**src/rtl/bcd_seg_scan_ctrl.sv**
```systemverilog
// Four-digit multiplexed 7-segment scanner with a single-entry pending load buffer.
// Latency: an/seg one clock after slot state. Backpressure: load_ready low while pending is full.
// Optional LEADING_ZERO_BLANK_EN: blanks zero digits above the most significant non-zero digit.
module bcd_seg_scan_ctrl #(
    parameter int CLK_DIV = 1000,
    parameter int GUARD   = 2
) (
    input  logic        clk,
    input  logic        rst_n,
    input  logic        enable,
    input  logic        load_valid,
    input  logic [15:0] load_data,
    output logic        load_ready,
    output logic [6:0]  seg,
    output logic [3:0]  an,
    output logic [1:0]  digit_idx,
    output logic        frame_done
);

    localparam logic [15:0] TICK_VAL  = 16'(CLK_DIV - 1);
    localparam logic [15:0] GUARD_VAL = 16'(GUARD);

    typedef enum logic {
        IDLE = 1'b0,
        SCAN = 1'b1
    } state_t;

    state_t      state_q, state_d;
    logic [15:0] cnt_q, cnt_d;
    logic [1:0]  idx_q, idx_d;
    logic [3:0]  an_q, an_d;
    logic [6:0]  seg_q, seg_d;
    logic        frame_done_q, frame_done_d;
    logic [15:0] disp_q, disp_d;
    logic [15:0] pend_q, pend_d;
    logic        pend_full_q, pend_full_d;

    logic        running;
    logic        tick;
    logic        frame_end;
    logic        lit;
    logic        blank;
    logic        accept;
    logic [3:0]  cur_digit;

    function automatic logic [6:0] decode(input logic [3:0] d);
        logic [6:0] s;
        case (d)
            4'd0:    s = 7'b0111111;
            4'd1:    s = 7'b0000110;
            4'd2:    s = 7'b1011011;
            4'd3:    s = 7'b1001111;
            4'd4:    s = 7'b1100110;
            4'd5:    s = 7'b1101101;
            4'd6:    s = 7'b1111101;
            4'd7:    s = 7'b0000111;
            4'd8:    s = 7'b1111111;
            4'd9:    s = 7'b1101111;
            default: s = 7'b1000000;
        endcase
        return s;
    endfunction

    always_comb begin
        state_d      = enable ? SCAN : IDLE;
        cnt_d        = 16'd0;
        idx_d        = 2'd0;
        an_d         = 4'b0000;
        seg_d        = 7'b0000000;
        disp_d       = disp_q;
        pend_d       = pend_q;
        pend_full_d  = pend_full_q;

        // The edge that leaves SCAN already behaves as idle for counters and outputs.
        running      = (state_q == SCAN) && enable;
        tick         = (cnt_q == TICK_VAL);
        frame_end    = running && tick && (idx_q == 2'd3);
        frame_done_d = frame_end;
        lit          = running && (cnt_q >= GUARD_VAL);
        accept       = load_valid && !pend_full_q;
        cur_digit    = disp_q[{idx_q, 2'b00} +: 4];

`ifdef LEADING_ZERO_BLANK_EN
        case (idx_q)
            2'd3:    blank = (disp_q[15:12] == 4'd0);
            2'd2:    blank = (disp_q[15:8]  == 8'd0);
            2'd1:    blank = (disp_q[15:4]  == 12'd0);
            default: blank = 1'b0;
        endcase
`else
        blank = 1'b0;
`endif

        if (running) begin
            cnt_d = tick ? 16'd0 : cnt_q + 16'd1;
            idx_d = tick ? idx_q + 2'd1 : idx_q;
        end

        if (lit) begin
            an_d  = 4'b0001 << idx_q;
            seg_d = blank ? 7'b0000000 : decode(cur_digit);
        end

        // Display only changes between frames while scanning so a frame never tears.
        if (state_q == IDLE) begin
            if (accept) begin
                disp_d = load_data;
            end else if (pend_full_q) begin
                disp_d      = pend_q;
                pend_full_d = 1'b0;
            end
        end else if (frame_end && pend_full_q) begin
            disp_d      = pend_q;
            pend_full_d = 1'b0;
        end else if (frame_end && accept) begin
            disp_d = load_data;
        end else if (accept) begin
            pend_d      = load_data;
            pend_full_d = 1'b1;
        end
    end

    always_ff @(posedge clk or negedge rst_n) begin
        if (!rst_n) begin
            state_q      <= IDLE;
            cnt_q        <= 16'd0;
            idx_q        <= 2'd0;
            an_q         <= 4'b0000;
            seg_q        <= 7'b0000000;
            frame_done_q <= 1'b0;
            disp_q       <= 16'h0000;
            pend_q       <= 16'h0000;
            pend_full_q  <= 1'b0;
        end else begin
            state_q      <= state_d;
            cnt_q        <= cnt_d;
            idx_q        <= idx_d;
            an_q         <= an_d;
            seg_q        <= seg_d;
            frame_done_q <= frame_done_d;
            disp_q       <= disp_d;
            pend_q       <= pend_d;
            pend_full_q  <= pend_full_d;
        end
    end

    assign load_ready = !pend_full_q;
    assign seg        = seg_q;
    assign an         = an_q;
    assign digit_idx  = idx_q;
    assign frame_done = frame_done_q;

endmodule

```
**config.mk**
```make
export PLATFORM = sky130hd
export DESIGN_NAME = bcd_seg_scan_ctrl
export DESIGN_NICKNAME = d
export VERILOG_FILES = /design/src/rtl/bcd_seg_scan_ctrl.sv
export SDC_FILE = /design/constraint.sdc
export NUM_CORES = 1
export LEC_CHECK = 0
export ABC_AREA = 1
export CORE_MARGIN = 2
export CORE_UTILIZATION = 50
export CTS_CLUSTER_DIAMETER = 30
export CTS_CLUSTER_SIZE = 12
export DETAILED_ROUTE_END_ITERATION = 6
export PLACE_DENSITY_LB_ADDON = 0.1
export SYNTH_ARGS = -nofsm -noshare
export SYNTH_HDL_FRONTEND = slang
export SYNTH_SLANG_ARGS = --single-unit
```
**constraint.sdc**
```tcl
create_clock -name clk -period 1.65 [get_ports clk]
set_input_delay 0.165 -clock clk [delete_from_list [all_inputs] [get_ports clk]]
set_output_delay 0.165 -clock clk [all_outputs]
set_load 0.03 [all_outputs]
```
==> flow_summary.toml <==
[global_route]
grt-ovfl-total = 0
grt_max_degree = 65
grt_pass1_vias = 3220
grt_pass1_wl_um = 14500
track_usage_pct = 21.6
antenna_found_initial = 0

[hold_path]
min_path_type = "in2reg"

[timing]
worstMarginPinSlew_ns = 0.446
setup_viol = 17
relSlewSlack_pct = 70.2
period_share_pct = 103
max_freq_ghz = 0.591
post-route-worst-setup-slack_ns = -0.0424
setup_tns_ns = -0.385
hold_violations = 0
drv_slew = 0
layout_min_cycle_time_ns = 1.69
rsz0062_at_grt = "yes"
fin_skew_ns = 0.00723

[detailed_routing]
drtPass1Iterations = 4
remaining_drc_errors = 0
viasPerCell = 5.18
postRouteAntennaNets = 0
routed_wl_um = 8820
num_vias = 3380
drt_iter0_markers = 179
wire_per_inst_um = 13.5

[pwr]
p_leak_nw = 2.29
peakVddDrop_mv = 0.452
totalPowerFinal_mw = 3.99
power_density_nw_per_um2 = 804

[worst_setup_path]
worstPathMaxFanout = 6
crit_arrival_ns = 1.92
required_ns = 1.88
critical_path.endpoint_type = "flop"
critical_path_class = "reg2reg"
start_kind = "flop"

[synthesis]
synth_cell_types = 33
synthCells = 471
syn_area_um2 = 3790
syn_nets = 503
synth-seq-cells = 64
yosysWarnings = 0
yosysSeqAreaShare_pct = 42.2
avgSynthCellArea_um2 = 8.06

[place]
dp_slack_ns = -0.0737
gp_congestion = 0.893
portBuffers = 34
dpl.hpwl_um = 5890

[layout]
diodes = 0
final_cell_mix = "dfrtp_1, nand2_1, inv_1"
utilization_pct = 68.1
area_delta_synth_final_pct = 30.8
drive_above_1_share_pct = 28.5
fin_nets = 581
layout_commonest_cell = "dfrtp_1"

[die]
dieArea_um2 = 8300
start_util_pct = 52.0
coreArea_um2 = 7290
die_h_um = 91.1
rows = 31
die_w_um = 91.1
pin_count = 35

[clocking]
cts_buffer_depth = 2
cts_buffers = 9
cts_tree = "done"
clock_tree.root_cell = "clkbuf_8"
cts_max_level = 3
clk_pin_slew_ns = 0.07
clock-sinks = 64
insertion_delay_ns = 0.35

[flow_run]
drv_cap = 0

[status]
status = "finished, violations left"
violations = "setup timing"
-- layout make-up --
class	count	area [um^2]
Sequential cell	64	1610
Clock buffer	10	138
Multi-Input combinational cell	320	1960
Timing Repair inverter	1	6.26
Clock inverter	6	68.8
Tap cell	99	124
Timing Repair Buffer	87	801
Inverter	66	262
Fill cell	623	2330
-- cell usage after synthesis (all sizes together) --
cell	n	area share, %
nand2	77	9.0
nor2	76	9.2
inv	66	6.5
dfrtp	64	42
a21oi	46	7.1
o21ai	29	3.8
nand3	25	3.8
nand4	20	3.3
a211oi	16	3.2
ha	12	4.0
buf	11	2.3
clkbuf	10	2.2
nor3	7	1.1
nor4	5	0.82
a32oi	2	0.46
o21a	2	0.40
xor2	2	0.46
dlygate4sd1	1	0.23
-- final timing paths --
kind,startpoint,end,slack (ns),cells after the start
hold / removal,enable,state_q,0.35,1
setup / recovery,cnt_q[1],disp_q[4],-0.04,11
hold reg to reg,disp_q[14],disp_q[14],0.52,2
min in group asynchronous,rst_n,cnt_q[6],0.37,3
max in group asynchronous,rst_n,pend_full_q,1.00,3
setup reg to reg,cnt_q[1],disp_q[4],-0.04,11
-- worst max-delay path, stage by stage (launching register included) --
cell	delay, ns
dfrtp_1	0.36
ha_2	0.20
nand2_2	0.07
inv_2	0.07
nand2_2	0.06
nor2_4	0.13
nand2_4	0.07
nor2_8	0.18
buf_4	0.17
nand4_1	0.08
nand3_1	0.12
a21oi_2	0.06
-- state kept, by name (all words and copies together), names as in the netlist --
register     flops
an               4
cnt_q           16
digit_idx        2
disp_q          16
frame_done       1
pend_full_q      1
pend_q          16
seg              7
state_q          1
-- per-layer routing --
metal	track usage, %	share of wire (%)
met5	0	0
met4	10.2	1.6
met3	2.99	4.9
met2	36.4	50
met1	27.4	44
-- power by group --
part	switching, mW	internal, mW	total, mW
registers	0.0939	1.71	1.80
logic	0.453	0.337	0.790
clock network	0.653	0.743	1.40
total	1.20	2.79	3.99
-- kinds of logic after synthesis --
logic type / share of synthesized area [%]
AND/OR/NAND/NOR: 27.1
AO/OA/AOI/OAI: 14.9
buffers and inverters: 11.3
flip-flops: 42.2
adder cells (fa/ha/maj): 3.96
XOR/XNOR: 0.462
-- metrics by stage --
step | hold slack, ns | area (um^2) | instances
finish | 0.345 | 4960 | 653
global route | 0.339 | 4960 | 653
CTS | 0.343 | 4740 | 643
detailed placement | 0.208 | 4440 | 619
global placement | 0.208 | 4440 | 619
floorplan | -0.131 | 3840 | 471
-- repair_timing --
action                                 4_1_cts  5_1_grt
cloned                                       2        1
resized for setup                           13       45
setup buffers                                5        9
setup endpoints to repair                   39       45
endpoints found under the hold margin       64        0
pin swaps                                    0       20
hold buffers                                 1        0
No activity file was read; power rests on OpenSTA's default activity.
==> RTL edit: new RTL, same settings <==
The parameter `CLK_DIV` goes from 1000 to 750.
--- a/src/rtl/bcd_seg_scan_ctrl.sv
+++ b/src/rtl/bcd_seg_scan_ctrl.sv
@@ -4,3 +4,3 @@
 module bcd_seg_scan_ctrl #(
-    parameter int CLK_DIV = 1000,
+    parameter int CLK_DIV = 750,
     parameter int GUARD   = 2
Formal check against the unedited RTL: same outputs for any inputs over 10 cycles, from zero or initial values and one cycle with rst_n low; that may be too few to reach the edited logic, so the function may still have changed.
==> RTL edit against the original RTL <==
  * The flow still finishes with violations (setup timing)
  * Area after synthesis decreased by 3.6%
  * Setup slack got worse by 0.031 ns
  * Power fell by 1.1%
  * Hold slack worse by 0.052 ns
  * Critical path type unchanged
  * Critical endpoint is now disp_q[3]
  * Cell area up 2.1%
  * Largest power group unchanged
  * Combinational power is 5.2% lower
  * Sequential cell count is the same
  * Routed wire length up 3.9%
==> RTL edit: results (changes against the original RTL) <==
Post-synth top cells - nand2_1, inv_1, dfrtp_1
vias in the first global route - 3207 (-0.40%)
routability cong. - 0.847 (-5.2%)
max incr delay on CP - 0.40 ns (+0.04 ns)
placed cells - 629 (+1.6%)
vias per cell - 5.16 (-0.31%)
Setup WS post-layout - -0.0735 ns (-0.0311 ns)
Hold WS - 0.293 ns (-0.0520 ns)
Max VDD drop - 0.469 mV (+3.8%)
Setup violations, final - 43 (+26)
Final HPWL DP - 5900 um (+0.15%)
leakage power - 2.36 nW (+3.0%)
aggregate global-route resource usage - 23.2% (+1.6 points)
Slew @ Worst Pin - 0.739 ns (+0.292 ns)
register area share after synthesis - 43.8% (+1.6 points)
GR Util met3 - 3.79% (+0.80 points)
first-pass GRT wire length - 14300 um (-1.1%)
Max FO, Critical Path - 8 (+2)
Worst Clk Skew - 0.0115 ns (+0.00431 ns)
FF-to-FF End - disp_q[3]
met1 Track Usage GR - 28.7% (+1.2 points)
status - complete, but fails checks
Synth Net Count - 509 (+1.2%)
largest net degree at the start of global routing - 35 (-46%)
M2 GR Usage - 39.1% (+2.7 points)
Reg2Reg Depth - 12 (+1)
Syn Area/Cell - 7.69 sq um (-4.6%)
layout cells sized above 1 - 25.9% (-2.6 points)
Via Count - 3421 (+1.2%)
routed wire length - 9160 um (+3.9%)
failing checks - setup timing
-- RTL edit: cell count changes after synthesis, moves of 6 or more --
cell | before | now
inv_1 | 60 | 66
nand3_1 | 23 | 41
o21ai_1 | 17 | 6
nand4_1 | 20 | 4
nand2_1 | 68 | 80
a21oi_2 | 10 | 0
o21ai_0 | 12 | 19
a21oi_1 | 36 | 43
-- RTL edit: metal layers --
| metal | wire (um) | vias to the layer above | part of all wire, % |
|---|---|---|---|
| met1 | 3990 | 1607 | 44 |
| li1 | - | 1713 | - |
| met5 | 0 | - | 0 |
| met3 | 336 | 18 | 3.7 |
| met2 | 4650 | 83 | 51 |
| met4 | 184 | 0 | 2.0 |
-- RTL edit: worst max path at each step --
stage,startpoint,to,slack (ns),cells after the start
5_1_grt,cnt_q[13],pend_q[13],-0.17,10
4_1_cts,cnt_q[1],disp_q[10],-0.07,11
3_5_place_dp,cnt_q[1],disp_q[15],-0.07,10
6_report,cnt_q[1],disp_q[3],-0.07,12
3_3_place_gp,load_valid,disp_q[7],-0.007,8
2_1_floorplan,cnt_q[1],disp_q[10],-0.04,12
-- RTL edit: worst register-to-register path, cell delays in order, from the launching register on --
cell and delay (ns):
dfrtp_1 0.40, inv_2 0.08, ha_4 0.13, buf_6 0.09
nand3_4 0.07, nor2_4 0.12, nand3_2 0.10, nor2_4 0.16
buf_6 0.13, buf_16 0.13, nand3_1 0.07, nand3_1 0.07
a21oi_1 0.06
-- RTL edit: repair_timing --
action,4_1_cts,5_1_grt
endpoints found under the setup margin,21,61
hold buffers,1,0
pin swaps,10,21
gates resized for setup,20,50
gates cloned,2,3
endpoints found under the hold margin,29,0
setup buffers,6,6
-- RTL edit: logic make-up (layout without fill, tap and decap cells) --
kind of cell	Yosys count	in the layout	synth area share, %
and+or+nand+nor	219	220	27.6
AOI/OAI and AO/OA	90	90	13.9
buffers and inverters	90	177	10.4
DFF	64	64	43.8
adders and majority gates	13	13	4.45
-- RTL edit: where the power goes --
group / switching, mW / total (mW) / internal [mW]
Sequential: 0.103 / 1.81 / 1.70
Combinational: 0.427 / 0.749 / 0.322
Clock: 0.614 / 1.39 / 0.775
Total: 1.14 / 3.95 / 2.80
-- RTL edit: per-stage QoR --
| stage | TNS [ns] | setup WS, ns | instance area [sq um] |
|---|---|---|---|
| after floorplan | -0.382 | -0.0355 | 3680 |
| after global placement | -0.0238 | -0.00684 | 4380 |
| after detailed placement | -0.706 | -0.0669 | 4380 |
| after CTS | -0.606 | -0.0672 | 4770 |
| after global routing | -6.80 | -0.169 | 5070 |
| final | -1.73 | -0.0735 | 5070 |
-- RTL edit: layout make-up --
class	count	area, sq um
clock buffer	11	151
clock inverter	5	55.1
fill	560	2110
inverter	71	270
multi-input combinational	323	1910
sequential	64	1610
tap	99	124
timing repair buffer	90	955
